## src/rtl/if_id_queue_pkg.sv

```systemverilog
// ============================================================================
// if_id_queue_pkg: default sizing and entry-width helper shared by the
// IF/ID queue files.  Rev 1.0
// ============================================================================
`default_nettype none

package if_id_queue_pkg;

    localparam int IF_ID_DATA_W = 32;
    localparam int IF_ID_PRED_W = 2;
    localparam int IF_ID_DEPTH  = 4;

    // Stored entry is {pred, pc_plus4, pc, instr}
    function automatic int if_id_entry_w(input int data_w, input int pred_w);
        return 3 * data_w + pred_w;
    endfunction

    localparam int IF_ID_ENTRY_W = if_id_entry_w(IF_ID_DATA_W, IF_ID_PRED_W);

endpackage

`default_nettype wire

```

## src/rtl/if_id_queue_if.sv

```systemverilog
// ============================================================================
// if_id_queue_if: fetch-side push and decode-side head signals of the queue.
// Rev 1.0
// ============================================================================
`default_nettype none

interface if_id_queue_if
    import if_id_queue_pkg::*;
#(
    parameter int DATA_W = IF_ID_DATA_W,
    parameter int PRED_W = IF_ID_PRED_W,
    parameter int DEPTH  = IF_ID_DEPTH,
    localparam int CNT_W = $clog2(DEPTH + 1)
) ();

    logic              valid_if;
    logic [DATA_W-1:0] instr1_if;
    logic [DATA_W-1:0] instr_pc_if;
    logic [DATA_W-1:0] instr_pc_plus4_if;
    logic [PRED_W-1:0] pred_if;
    logic              ready_out;
    logic              stall;
    logic              flush;
    logic              valid_out;
    logic [DATA_W-1:0] instr1_out;
    logic [DATA_W-1:0] instr_pc_out;
    logic [DATA_W-1:0] instr_pc_plus4;
    logic [PRED_W-1:0] pred_out;
    logic [CNT_W-1:0]  count_out;

    // Pipeline side drives fetch data and ID control
    modport master (
        output valid_if, instr1_if, instr_pc_if, instr_pc_plus4_if, pred_if,
        output stall, flush,
        input  ready_out, valid_out, instr1_out, instr_pc_out, instr_pc_plus4,
        input  pred_out, count_out
    );

    modport slave (
        input  valid_if, instr1_if, instr_pc_if, instr_pc_plus4_if, pred_if,
        input  stall, flush,
        output ready_out, valid_out, instr1_out, instr_pc_out, instr_pc_plus4,
        output pred_out, count_out
    );

endinterface

`default_nettype wire

```

## src/rtl/if_id_fifo_ctrl.sv

```systemverilog
// ============================================================================
// if_id_fifo_ctrl: read/write pointers, occupancy count and push/pop/flush
// arbitration for the IF/ID queue.  Rev 1.0
// ============================================================================
`default_nettype none

module if_id_fifo_ctrl
    import if_id_queue_pkg::*;
#(
    parameter int DEPTH  = IF_ID_DEPTH,
    localparam int PTR_W = $clog2(DEPTH),
    localparam int CNT_W = $clog2(DEPTH + 1)
) (
    input  wire logic             clk,
    input  wire logic             rst_n,
    input  wire logic             valid_in,
    input  wire logic             stall,
    input  wire logic             flush,
    output logic                  ready,
    output logic                  valid,
    output logic                  push,
    output logic                  pop,
    output logic [PTR_W-1:0]      wr_ptr,
    output logic [PTR_W-1:0]      rd_ptr,
    output logic [CNT_W-1:0]      count
);

    // Status comes from the count register only, so ready never depends
    // combinationally on stall/flush/valid_in; a full queue refuses pushes
    // even when a pop happens in the same cycle.
    assign ready = (count != CNT_W'(DEPTH));
    assign valid = (count != '0);
    assign push  = valid_in & ready & ~flush;
    assign pop   = valid & ~stall & ~flush;

    always_ff @(posedge clk or negedge rst_n) begin
        if (!rst_n) begin
            wr_ptr <= '0;
            rd_ptr <= '0;
            count  <= '0;
        end else if (flush) begin
            wr_ptr <= '0;
            rd_ptr <= '0;
            count  <= '0;
        end else begin
            if (push) wr_ptr <= wr_ptr + 1'b1;
            if (pop)  rd_ptr <= rd_ptr + 1'b1;
            case ({push, pop})
                2'b10:   count <= count + 1'b1;
                2'b01:   count <= count - 1'b1;
                default: count <= count;
            endcase
        end
    end

endmodule

`default_nettype wire

```

## src/rtl/if_id_queue.sv

```systemverilog
// ============================================================================
// if_id_queue: DEPTH-entry elastic fetch-to-decode buffer with valid/ready
// handshake and mispredict flush.  Rev 1.0
// ============================================================================
`default_nettype none

module if_id_queue
    import if_id_queue_pkg::*;
#(
    parameter int DATA_W = IF_ID_DATA_W,
    parameter int DEPTH  = IF_ID_DEPTH,
    parameter int PRED_W = IF_ID_PRED_W
) (
    input  wire logic     clk,
    input  wire logic     rst_n,
    if_id_queue_if.slave  bus
);

    localparam int ENTRY_W = if_id_entry_w(DATA_W, PRED_W);
    localparam int PTR_W   = $clog2(DEPTH);
    localparam int CNT_W   = $clog2(DEPTH + 1);

    logic [ENTRY_W-1:0] r_mem [DEPTH];
    logic               w_push;
    logic               w_pop;
    logic               w_valid;
    logic               w_ready;
    logic [PTR_W-1:0]   w_wr_ptr;
    logic [PTR_W-1:0]   w_rd_ptr;
    logic [CNT_W-1:0]   w_count;
    logic [ENTRY_W-1:0] w_head;

    if_id_fifo_ctrl #(
        .DEPTH (DEPTH)
    ) u_ctrl (
        .clk      (clk),
        .rst_n    (rst_n),
        .valid_in (bus.valid_if),
        .stall    (bus.stall),
        .flush    (bus.flush),
        .ready    (w_ready),
        .valid    (w_valid),
        .push     (w_push),
        .pop      (w_pop),
        .wr_ptr   (w_wr_ptr),
        .rd_ptr   (w_rd_ptr),
        .count    (w_count)
    );

    always_ff @(posedge clk or negedge rst_n) begin
        if (!rst_n) begin
            for (int i = 0; i < DEPTH; i++) begin
                r_mem[i] <= '0;
            end
        end else if (w_push) begin
            r_mem[w_wr_ptr] <= {bus.pred_if, bus.instr_pc_plus4_if,
                                bus.instr_pc_if, bus.instr1_if};
        end
    end

    // Stale storage past a flush is hidden by forcing the head to zero
    assign w_head = w_valid ? r_mem[w_rd_ptr] : '0;

    assign bus.ready_out      = w_ready;
    assign bus.valid_out      = w_valid;
    assign bus.count_out      = w_count;
    assign bus.instr1_out     = w_head[DATA_W-1:0];
    assign bus.instr_pc_out   = w_head[2*DATA_W-1:DATA_W];
    assign bus.instr_pc_plus4 = w_head[3*DATA_W-1:2*DATA_W];
    assign bus.pred_out       = w_head[ENTRY_W-1:3*DATA_W];

    // w_pop is consumed only by the pointer logic inside the controller
    logic w_unused;
    assign w_unused = w_pop;

endmodule

`default_nettype wire

```

## src/flat_wrapper.sv

```systemverilog
// flat-port wrapper written by rule: the top's interface ports become plain ports
module if_id_queue_flat import if_id_queue_pkg::*;
#(
    parameter int DATA_W = IF_ID_DATA_W,
    parameter int DEPTH  = IF_ID_DEPTH,
    parameter int PRED_W = IF_ID_PRED_W
)
  (clk, rst_n, bus_valid_if, bus_instr1_if, bus_instr_pc_if, bus_instr_pc_plus4_if, bus_pred_if, bus_stall, bus_flush, bus_ready_out, bus_valid_out, bus_instr1_out, bus_instr_pc_out, bus_instr_pc_plus4, bus_pred_out, bus_count_out);
  if_id_queue_if #(.DATA_W(DATA_W), .PRED_W(PRED_W), .DEPTH(DEPTH)) bus_i ();
  input  wire logic clk;
  input  wire logic rst_n;
  input wire logic [$bits(bus_i.valid_if)-1:0] bus_valid_if;
  input wire logic [$bits(bus_i.instr1_if)-1:0] bus_instr1_if;
  input wire logic [$bits(bus_i.instr_pc_if)-1:0] bus_instr_pc_if;
  input wire logic [$bits(bus_i.instr_pc_plus4_if)-1:0] bus_instr_pc_plus4_if;
  input wire logic [$bits(bus_i.pred_if)-1:0] bus_pred_if;
  input wire logic [$bits(bus_i.stall)-1:0] bus_stall;
  input wire logic [$bits(bus_i.flush)-1:0] bus_flush;
  output wire logic [$bits(bus_i.ready_out)-1:0] bus_ready_out;
  output wire logic [$bits(bus_i.valid_out)-1:0] bus_valid_out;
  output wire logic [$bits(bus_i.instr1_out)-1:0] bus_instr1_out;
  output wire logic [$bits(bus_i.instr_pc_out)-1:0] bus_instr_pc_out;
  output wire logic [$bits(bus_i.instr_pc_plus4)-1:0] bus_instr_pc_plus4;
  output wire logic [$bits(bus_i.pred_out)-1:0] bus_pred_out;
  output wire logic [$bits(bus_i.count_out)-1:0] bus_count_out;
  assign bus_i.valid_if = bus_valid_if;
  assign bus_i.instr1_if = bus_instr1_if;
  assign bus_i.instr_pc_if = bus_instr_pc_if;
  assign bus_i.instr_pc_plus4_if = bus_instr_pc_plus4_if;
  assign bus_i.pred_if = bus_pred_if;
  assign bus_i.stall = bus_stall;
  assign bus_i.flush = bus_flush;
  assign bus_ready_out = bus_i.ready_out;
  assign bus_valid_out = bus_i.valid_out;
  assign bus_instr1_out = bus_i.instr1_out;
  assign bus_instr_pc_out = bus_i.instr_pc_out;
  assign bus_instr_pc_plus4 = bus_i.instr_pc_plus4;
  assign bus_pred_out = bus_i.pred_out;
  assign bus_count_out = bus_i.count_out;
  if_id_queue #(.DATA_W(DATA_W), .DEPTH(DEPTH), .PRED_W(PRED_W)) u_core (.clk(clk), .rst_n(rst_n), .bus(bus_i));
endmodule
```

## config.mk

```make
export PLATFORM = sky130hd
export DESIGN_NAME = if_id_queue_flat
export DESIGN_NICKNAME = d
export VERILOG_FILES = /design/src/rtl/if_id_queue_pkg.sv /design/src/rtl/if_id_queue_if.sv /design/src/rtl/if_id_fifo_ctrl.sv /design/src/rtl/if_id_queue.sv /design/src/flat_wrapper.sv
export SDC_FILE = /design/constraint.sdc
export NUM_CORES = 1
export LEC_CHECK = 0
export ABC_AREA = 1
export BUFFER_PORTS_ARGS = -buffer_cell sky130_fd_sc_hd__buf_2
export CAP_MARGIN = 10
export CELL_PAD_IN_SITES_DETAIL_PLACEMENT = 0
export CELL_PAD_IN_SITES_GLOBAL_PLACEMENT = 1
export CORE_ASPECT_RATIO = 1.5
export CORE_UTILIZATION = 35
export CTS_BUF_LIST = sky130_fd_sc_hd__clkbuf_4 sky130_fd_sc_hd__clkbuf_8
export DETAILED_ROUTE_END_ITERATION = 12
export GPL_ROUTABILITY_DRIVEN = 0
export PLACE_DENSITY_LB_ADDON = 0.12
export SETUP_SLACK_MARGIN = 0.1
export SYNTH_ARGS = -nofsm -noshare
export SYNTH_HDL_FRONTEND = slang
export SYNTH_SLANG_ARGS = --single-unit
```

## constraint.sdc

```tcl
create_clock -name clk -period 1.8 [get_ports clk]
set_input_delay 0.18 -clock clk [delete_from_list [all_inputs] [get_ports clk]]
set_output_delay 0.18 -clock clk [all_outputs]
set_load 0.02 [all_outputs]
```

==> flow_metrics.tcl, run 1 <==
set metrics [dict create \
    hold_viol 0 \
    grt_pass1_vias 15600 \
    timing.max_cap.violations 0 \
    postRouteWirelength_um 62400 \
    root_buffer "clkbuf_8" \
    syn_area_per_cell_sq_um 8.39 \
    yosysMostFrequentCell "nand2_1" \
    final_util_pct 49.5 \
    synth_area_leaders "dfrtp_1 (55%), o21ai_0 (10%), nand2_1 (8.4%)" \
    status "complete, but fails checks" \
    total_power_mw 44.1 \
    netlist_instances 2181 \
    vias 16300 \
    synthTopCellsByCount "nand2_1 (411), dfrtp_1 (399), nor2_1 (393), o21ai_0 (382), o21ai_1 (172)" \
    dr.max_layer_used "met5" \
    yosysSeqAreaShare_pct 54.6 \
    routedWlPerCell_um 18.9 \
    p_leak_nw 12.0 \
    rsz0062_at_grt "yes" \
    slowest_delay_ps 500 \
    layout_min_cycle_time_ps 2350 \
    ios 206 \
    synth_seq_cells 399 \
    arrival_ps 2170 \
    p_per_area_nw_per_um2 1720 \
    synth_top_area_share_pct 54.6 \
    overflow 0 \
    die_area_sq_um 53200 \
    cp-start-kind "flip-flop" \
    slowest_stage "dfrtp_4" \
    dp_hpwl_um 34400 \
    peakVddDrop_mv 0.788 \
    critPathKind "reg2out" \
    timing.final.ws_setup_ps -554 \
    yosysWarnings 0 \
    clkTransAtPathRegs_ps 60 \
    slew_headroom_pct 70.0 \
    finClkSkew_ps 30.2 \
    antenna_found_initial 2 \
    die_width_um 189 \
    postPlaceCellArea_sq_um 20500 \
    post-route-period-util_pct 131 \
    fmax_mhz 425 \
    cts.sinks 399 \
    worst_pin_slew_ps 449 \
    setup_viol 98 \
    final_area_sq_um 25600 \
    min_path_type "in2async" \
    failed_checks "setup timing" \
    mappedNetlistArea_sq_um 18300 \
    grt_max_degree 66 \
    grt_usage_pct 20.7 \
    final-max-slew-violation-count 0 \
    drt_iter0_markers 961 \
    drtPass1Iterations 5 \
    grt_pass1_wl_um 86500 \
    drtAntennaViolNets 0 \
    avgViaCountPerCell 4.92 \
    synth-main-ff-cell "dfrtp_1" \
    wl_met3_um 2450 \
    required_ps 1620 \
    cts_max_level 3 \
    synth-edff-count 0 \
    cts_tree "done" \
    synthesis.nets 2289 \
    clk_path_buf_depth 3 \
    core_area_sq_um 51700 \
    cp-end-kind "output pin" \
    synthToLayoutAreaGrowth_pct 39.7 \
    rows 102 \
    die_h_um 282 \
    numCtsBuffers 68 \
    yosysUniqueCellTypes 23 \
    dr_wl_met2_um 32200 \
    m1WireLength_um 26500 \
    reg2reg_slack_ps 10 \
    critPathMaxFanout 8 \
    layout.nets 2690 \
    drc_errors 0 \
    layout-drive-gt1-share_pct 27.9 \
    path_cells "buf_12 -> clkbuf_16 -> buf_4 -> nor2_1 -> nor2_1 -> o21ai_0 -> a21oi_2 -> buf_4" \
    synthArstFlopShare_pct 100 \
    port-buffer-count 205 \
    synth_top_cell_by_area "dfrtp_1" \
    initial_core_util_pct 35.4 \
    clk_latency_ps 660 \
]
-- path summary, 6_finish.rpt --
kind,depth (start not counted),end,start
hold reg to reg,2,u_core.r_mem[31],u_core.r_mem[31]
min in group clk,4,u_core.r_mem[8],bus_instr1_if[8]
setup / recovery,8,bus_instr1_out[2],u_core.u_ctrl.rd_ptr[0]
hold / removal,2,u_core.r_mem[65],rst_n
max in group asynchronous,3,u_core.r_mem[129],rst_n
setup reg to reg,13,u_core.u_ctrl.count[2],u_core.u_ctrl.count[0]
-- report_power, final --
| part | switching, mW | internal (mW) | total [mW] |
|---|---|---|---|
| Combinational | 11.4 | 9.10 | 20.5 |
| Sequential | 2.20 | 12.7 | 14.9 |
| Clock | 3.83 | 4.83 | 8.67 |
| Total | 17.4 | 26.6 | 44.1 |
-- routing by layer --
| layer | up-vias | GRT usage [%] |
|---|---|---|
| met5 | - | 0 |
| met4 | 2 | 7.30 |
| met3 | 70 | 3.16 |
| met2 | 359 | 36.0 |
| met1 | 7902 | 26.0 |
| li1 | 7943 | - |
-- cell type report --
class / instances / area, sq um
Fill cell: 5119 / 26100
Sequential cell: 399 / 10000
Multi-Input combinational cell: 1520 / 7610
Timing Repair Buffer: 481 / 5180
Clock buffer: 109 / 1380
Tap cell: 676 / 846
Inverter: 110 / 469
Clock inverter: 10 / 63.8
Timing Repair inverter: 2 / 25.0
Antenna cell: 1 / 2.50
-- layout by cell type (no fill, tap or decap), types with 3 or more instances in the layout --
cell type      Yosys  layout
buf_12             0      56
clkinvlp_4         0       4
buf_8              0      14
buf_2             31     109
nand2_1          411     404
nand3_1            4       4
dfrtp_1          399     394
a21oi_2            0      43
dlygate4sd3_1      0     102
inv_1            106     105
nand2_2            0       5
nor2_2             1      61
buf_16             0       9
inv_6              0       3
clkinv_2           0       5
clkbuf_4           0      20
buf_4             17     127
nand2_8            4       7
o21ai_2           37      76
o21ai_0          382     242
o21ai_1          172     269
o21ai_4            0       4
dfrtp_2            0       3
clkbuf_8           0      89
nor2_4             0      17
nand2_4            1       6
buf_6             48      38
clkbuf_16          0      26
nor2_1           393     316
a21oi_1          102      59
-- sequential cells by signal, summed over array words and instances, names as in the netlist --
signal,flops
u_core.u_ctrl.rd_ptr,2
u_core.r_mem,392
u_core.u_ctrl.count,3
u_core.u_ctrl.wr_ptr,2
-- critical path, delay by kind of cell (launching register included) --
family / cells / cell delay [ps]
buffers and inverters: 4 / 610
flip-flops: 1 / 500
AO/OA/AOI/OAI: 2 / 320
AND/OR/NAND/NOR: 2 / 110
-- stage by stage --
stage | setup WS (ps) | cells | hold slack (ps) | TNS [ps]
CTS | -647 | 3234 | 4.16 | -54130
global route | -617 | 3308 | 49.8 | -57410
finish | -554 | 3308 | 45.3 | -46510
global placement | 31.5 | 3007 | 133 | 0
detailed placement | 13.3 | 3007 | 131 | 0
floorplan | -28.1 | 2181 | -116 | -28.1
-- kinds of logic after synthesis --
group                    after synthesis  share of synthesized area (%)
AO/OA/AOI/OAI                        693                           19.7
adder cells (fa/ha/maj)                5                          0.383
XOR/XNOR                               1                         0.0479
buffers and inverters                268                           8.07
AND/OR/NAND/NOR                      815                           17.2
flip-flops                           399                           54.6
-- repair_timing --
action,CTS,global route
pin swaps,18,115
endpoints found under the hold margin,796,0
hold buffers,102,0
resized for setup,120,414
cloned,3,41
endpoints found under the setup margin,145,425
buffers inserted,3,33
Power figures use the tool's default switching activity.
==> run 2: changes to the inputs <==
--- a/config.mk
+++ b/config.mk
@@ -13,3 +13,3 @@
 export CORE_ASPECT_RATIO = 1.5
-export CORE_UTILIZATION = 35
+export CORE_UTILIZATION = 41
 export CTS_BUF_LIST = sky130_fd_sc_hd__clkbuf_4 sky130_fd_sc_hd__clkbuf_8
==> constraint.sdc (replaced) <==
create_clock -name clk -period 1.8 [get_ports clk]
set_input_delay 0.36 -clock clk [delete_from_list [all_inputs] [get_ports clk]]
set_output_delay 0.36 -clock clk [all_outputs]
set_load 0.005 [all_outputs]
==> run 2 against run 1 <==
Against the previous run:
- the flow still finishes with violations (setup timing)
- total power is 12% lower
- routed wire length is 12% lower
- largest cell class unchanged
- largest power group unchanged
- global-route usage is 3.1 points higher
- critical path depth is 1 higher
- sequential share of layout area is 3.9 points higher
- sequential cell count stayed put
- first-iteration DRC count is 7.1% higher
==> flow_metrics.tcl, run 2 (same netlist as run 1, synthesis figures left out) <==
set metrics [dict create \
    status "complete, but fails checks" \
    failed_checks "setup timing" \
    n_fill_cell 4312 \
    r2r_start "u_core.u_ctrl.count[1]" \
    layout_min_cycle_time_ps 2460 \
    path_cells "buf_8 -> buf_8 -> clkbuf_16 -> nor2_4 -> nor2_1 -> o21ai_1 -> a21oi_1 -> buf_4 -> buf_6" \
    fmax_mhz 406 \
    min_from "bus_instr_pc_if[12]" \
    p_leak_nw 11.3 \
    port-buffer-count 205 \
    place_ws_ps -77.8 \
    min_path_type "in2reg" \
    slew_headroom_pct 72.1 \
    largest_register "u_core.r_mem" \
    antenna_found_initial 2 \
    die_h_um 261 \
    grt_pass1_wl_um 85300 \
    layout.nets 2561 \
    routedWlPerCell_um 18.0 \
    path_delay_family "buffers and inverters" \
    largest_reg_flops 392 \
    drt_iter0_markers 1029 \
    min_to "u_core.r_mem[44]" \
    critPathMaxFanout 5 \
    r2r_end "u_core.u_ctrl.count[2]" \
    required_ps 1440 \
    drtPass1Iterations 5 \
    grt_usage_pct 23.8 \
    dp_hpwl_um 33100 \
    numCtsBuffers 66 \
    post-route-period-util_pct 137 \
    largest_registers "u_core.r_mem (392), u_core.u_ctrl.count (3)" \
    core_area_sq_um 44000 \
    setup_viol 99 \
    root_buffer "clkbuf_8" \
    cp_common_cell "buf_8" \
    synthToLayoutAreaGrowth_pct 27.0 \
    arrival_ps 2100 \
    slowest_stage "dfrtp_4" \
    cp_num_buf_inv 5 \
    initial_core_util_pct 41.6 \
    rsz0062_at_grt "yes" \
    reg2reg_slack_ps -20 \
    ios 206 \
    peakVddDrop_mv 0.771 \
    clk_path_buf_depth 3 \
    slowest_delay_ps 510 \
    worst_pin_slew_ps 419 \
    rows 94 \
    cp-start-kind "flip-flop" \
    final_util_pct 52.8 \
    timing.hold.ws_ps 37.8 \
    die_width_um 175 \
    vias 15500 \
    final_common_cell "nand2_1" \
    cts_max_level 3 \
    drtAntennaViolNets 0 \
    timing.final.ws_setup_ps -665 \
    clk_latency_ps 610 \
    p_per_area_nw_per_um2 1680 \
    hold_depth 3 \
    clkTransAtPathRegs_ps 60 \
    grt_pass1_vias 15600 \
    die_area_sq_um 45500 \
    cts_tree "done" \
    layout-drive-gt1-share_pct 25.2 \
    avgViaCountPerCell 5.05 \
    overflow 0 \
    layout_common_cells "nand2_1 (409), dfrtp_1 (395), nor2_1 (339)" \
    hold_viol 0 \
    timing.max_cap.violations 0 \
    final-max-slew-violation-count 0 \
    grt_max_degree 70 \
    worst-r2r-cell-count 13 \
    cp-end-kind "output pin" \
    cts.sinks 399 \
    drc_errors 0 \
    finClkSkew_ps 17.1 \
    postRouteWirelength_um 55200 \
    critPathKind "reg2out" \
    total_power_mw 39.0 \
]
-- run 2: changes by cell type in the layout (fill, tap and decap cells not counted), moves of 13 or more --
cell,delta
a21oi_1,+19
a21oi_2,-19
buf_2,+93
buf_4,-84
buf_6,-14
clkbuf_16,-14
clkbuf_8,-14
dlygate4sd3_1,-100
nor2_1,+23
nor2_2,-17
o21ai_0,+15
o21ai_2,-13
-- run 2: repair_timing --
item | CTS | global route
hold buffers | 2 | 0
gates cloned | 10 | 17
endpoints found under the hold margin | 170 | 0
gates resized for setup | 125 | 197
pin swaps | 29 | 54
endpoints found under the setup margin | 103 | 228
setup buffers | 7 | 10
-- run 2: layer usage --
metal  wire, um  part of all wire, %  GRT usage [%]
met1      23600                   43           29.7
met2      28000                   51           41.9
met3       2530                  4.6           4.33
met4       1030                  1.9           7.17
met5          9                0.016              0
-- run 2: report_power, final --
group	switching [mW]	leakage [nW]	internal, mW
registers	2.17	5.12	12.7
clock network	3.57	0.662	4.27
logic	8.77	5.48	7.49
total	14.5	11.3	24.4
-- run 2: final cells by class --
cell class / instances / area [sq um] / area share [%]
clock inverter: 4 / 25.0 / 0.108
sequential: 399 / 9990 / 43.0
inverter: 110 / 448 / 1.93
antenna: 1 / 2.50 / 0.0108
tap: 576 / 721 / 3.10
timing repair inverter: 1 / 16.3 / 0.0700
timing repair buffer: 361 / 3540 / 15.2
clock buffer: 100 / 1220 / 5.25
multi-input combinational: 1514 / 7270 / 31.3
-- run 2: through the flow --
step / cell area (sq um) / setup TNS (ps) / std cells
detailed placement: 20500 / -313 / 2917
floorplan: 18300 / 0 / 2181
finish: 23200 / -57360 / 3066
global placement: 20500 / -218 / 2917
global route: 23200 / -66720 / 3066
CTS: 22400 / -63250 / 3040
-- run 2: worst max-delay path by stage --
stage          slack [ps]  depth (start not counted)                      to                    start
2_1_floorplan          60                         13  u_core.u_ctrl.count[2]   u_core.u_ctrl.count[1]
3_3_place_gp          -40                          6     bus_instr_pc_out[3]  u_core.u_ctrl.rd_ptr[0]
3_5_place_dp          -80                          6     bus_instr_pc_out[3]  u_core.u_ctrl.rd_ptr[0]
4_1_cts              -710                          7  bus_instr_pc_plus4[24]  u_core.u_ctrl.rd_ptr[0]
5_1_grt              -740                          8    bus_instr_pc_out[18]  u_core.u_ctrl.rd_ptr[0]
6_report             -660                          9  bus_instr_pc_plus4[26]  u_core.u_ctrl.rd_ptr[0]
-- run 2: tightest hold or removal path, delay by kind of cell --
| family | cells | cell delay, ps |
|---|---|---|
| AO/OA/AOI/OAI | 1 | 120 |
| buffers and inverters | 2 | 140 |
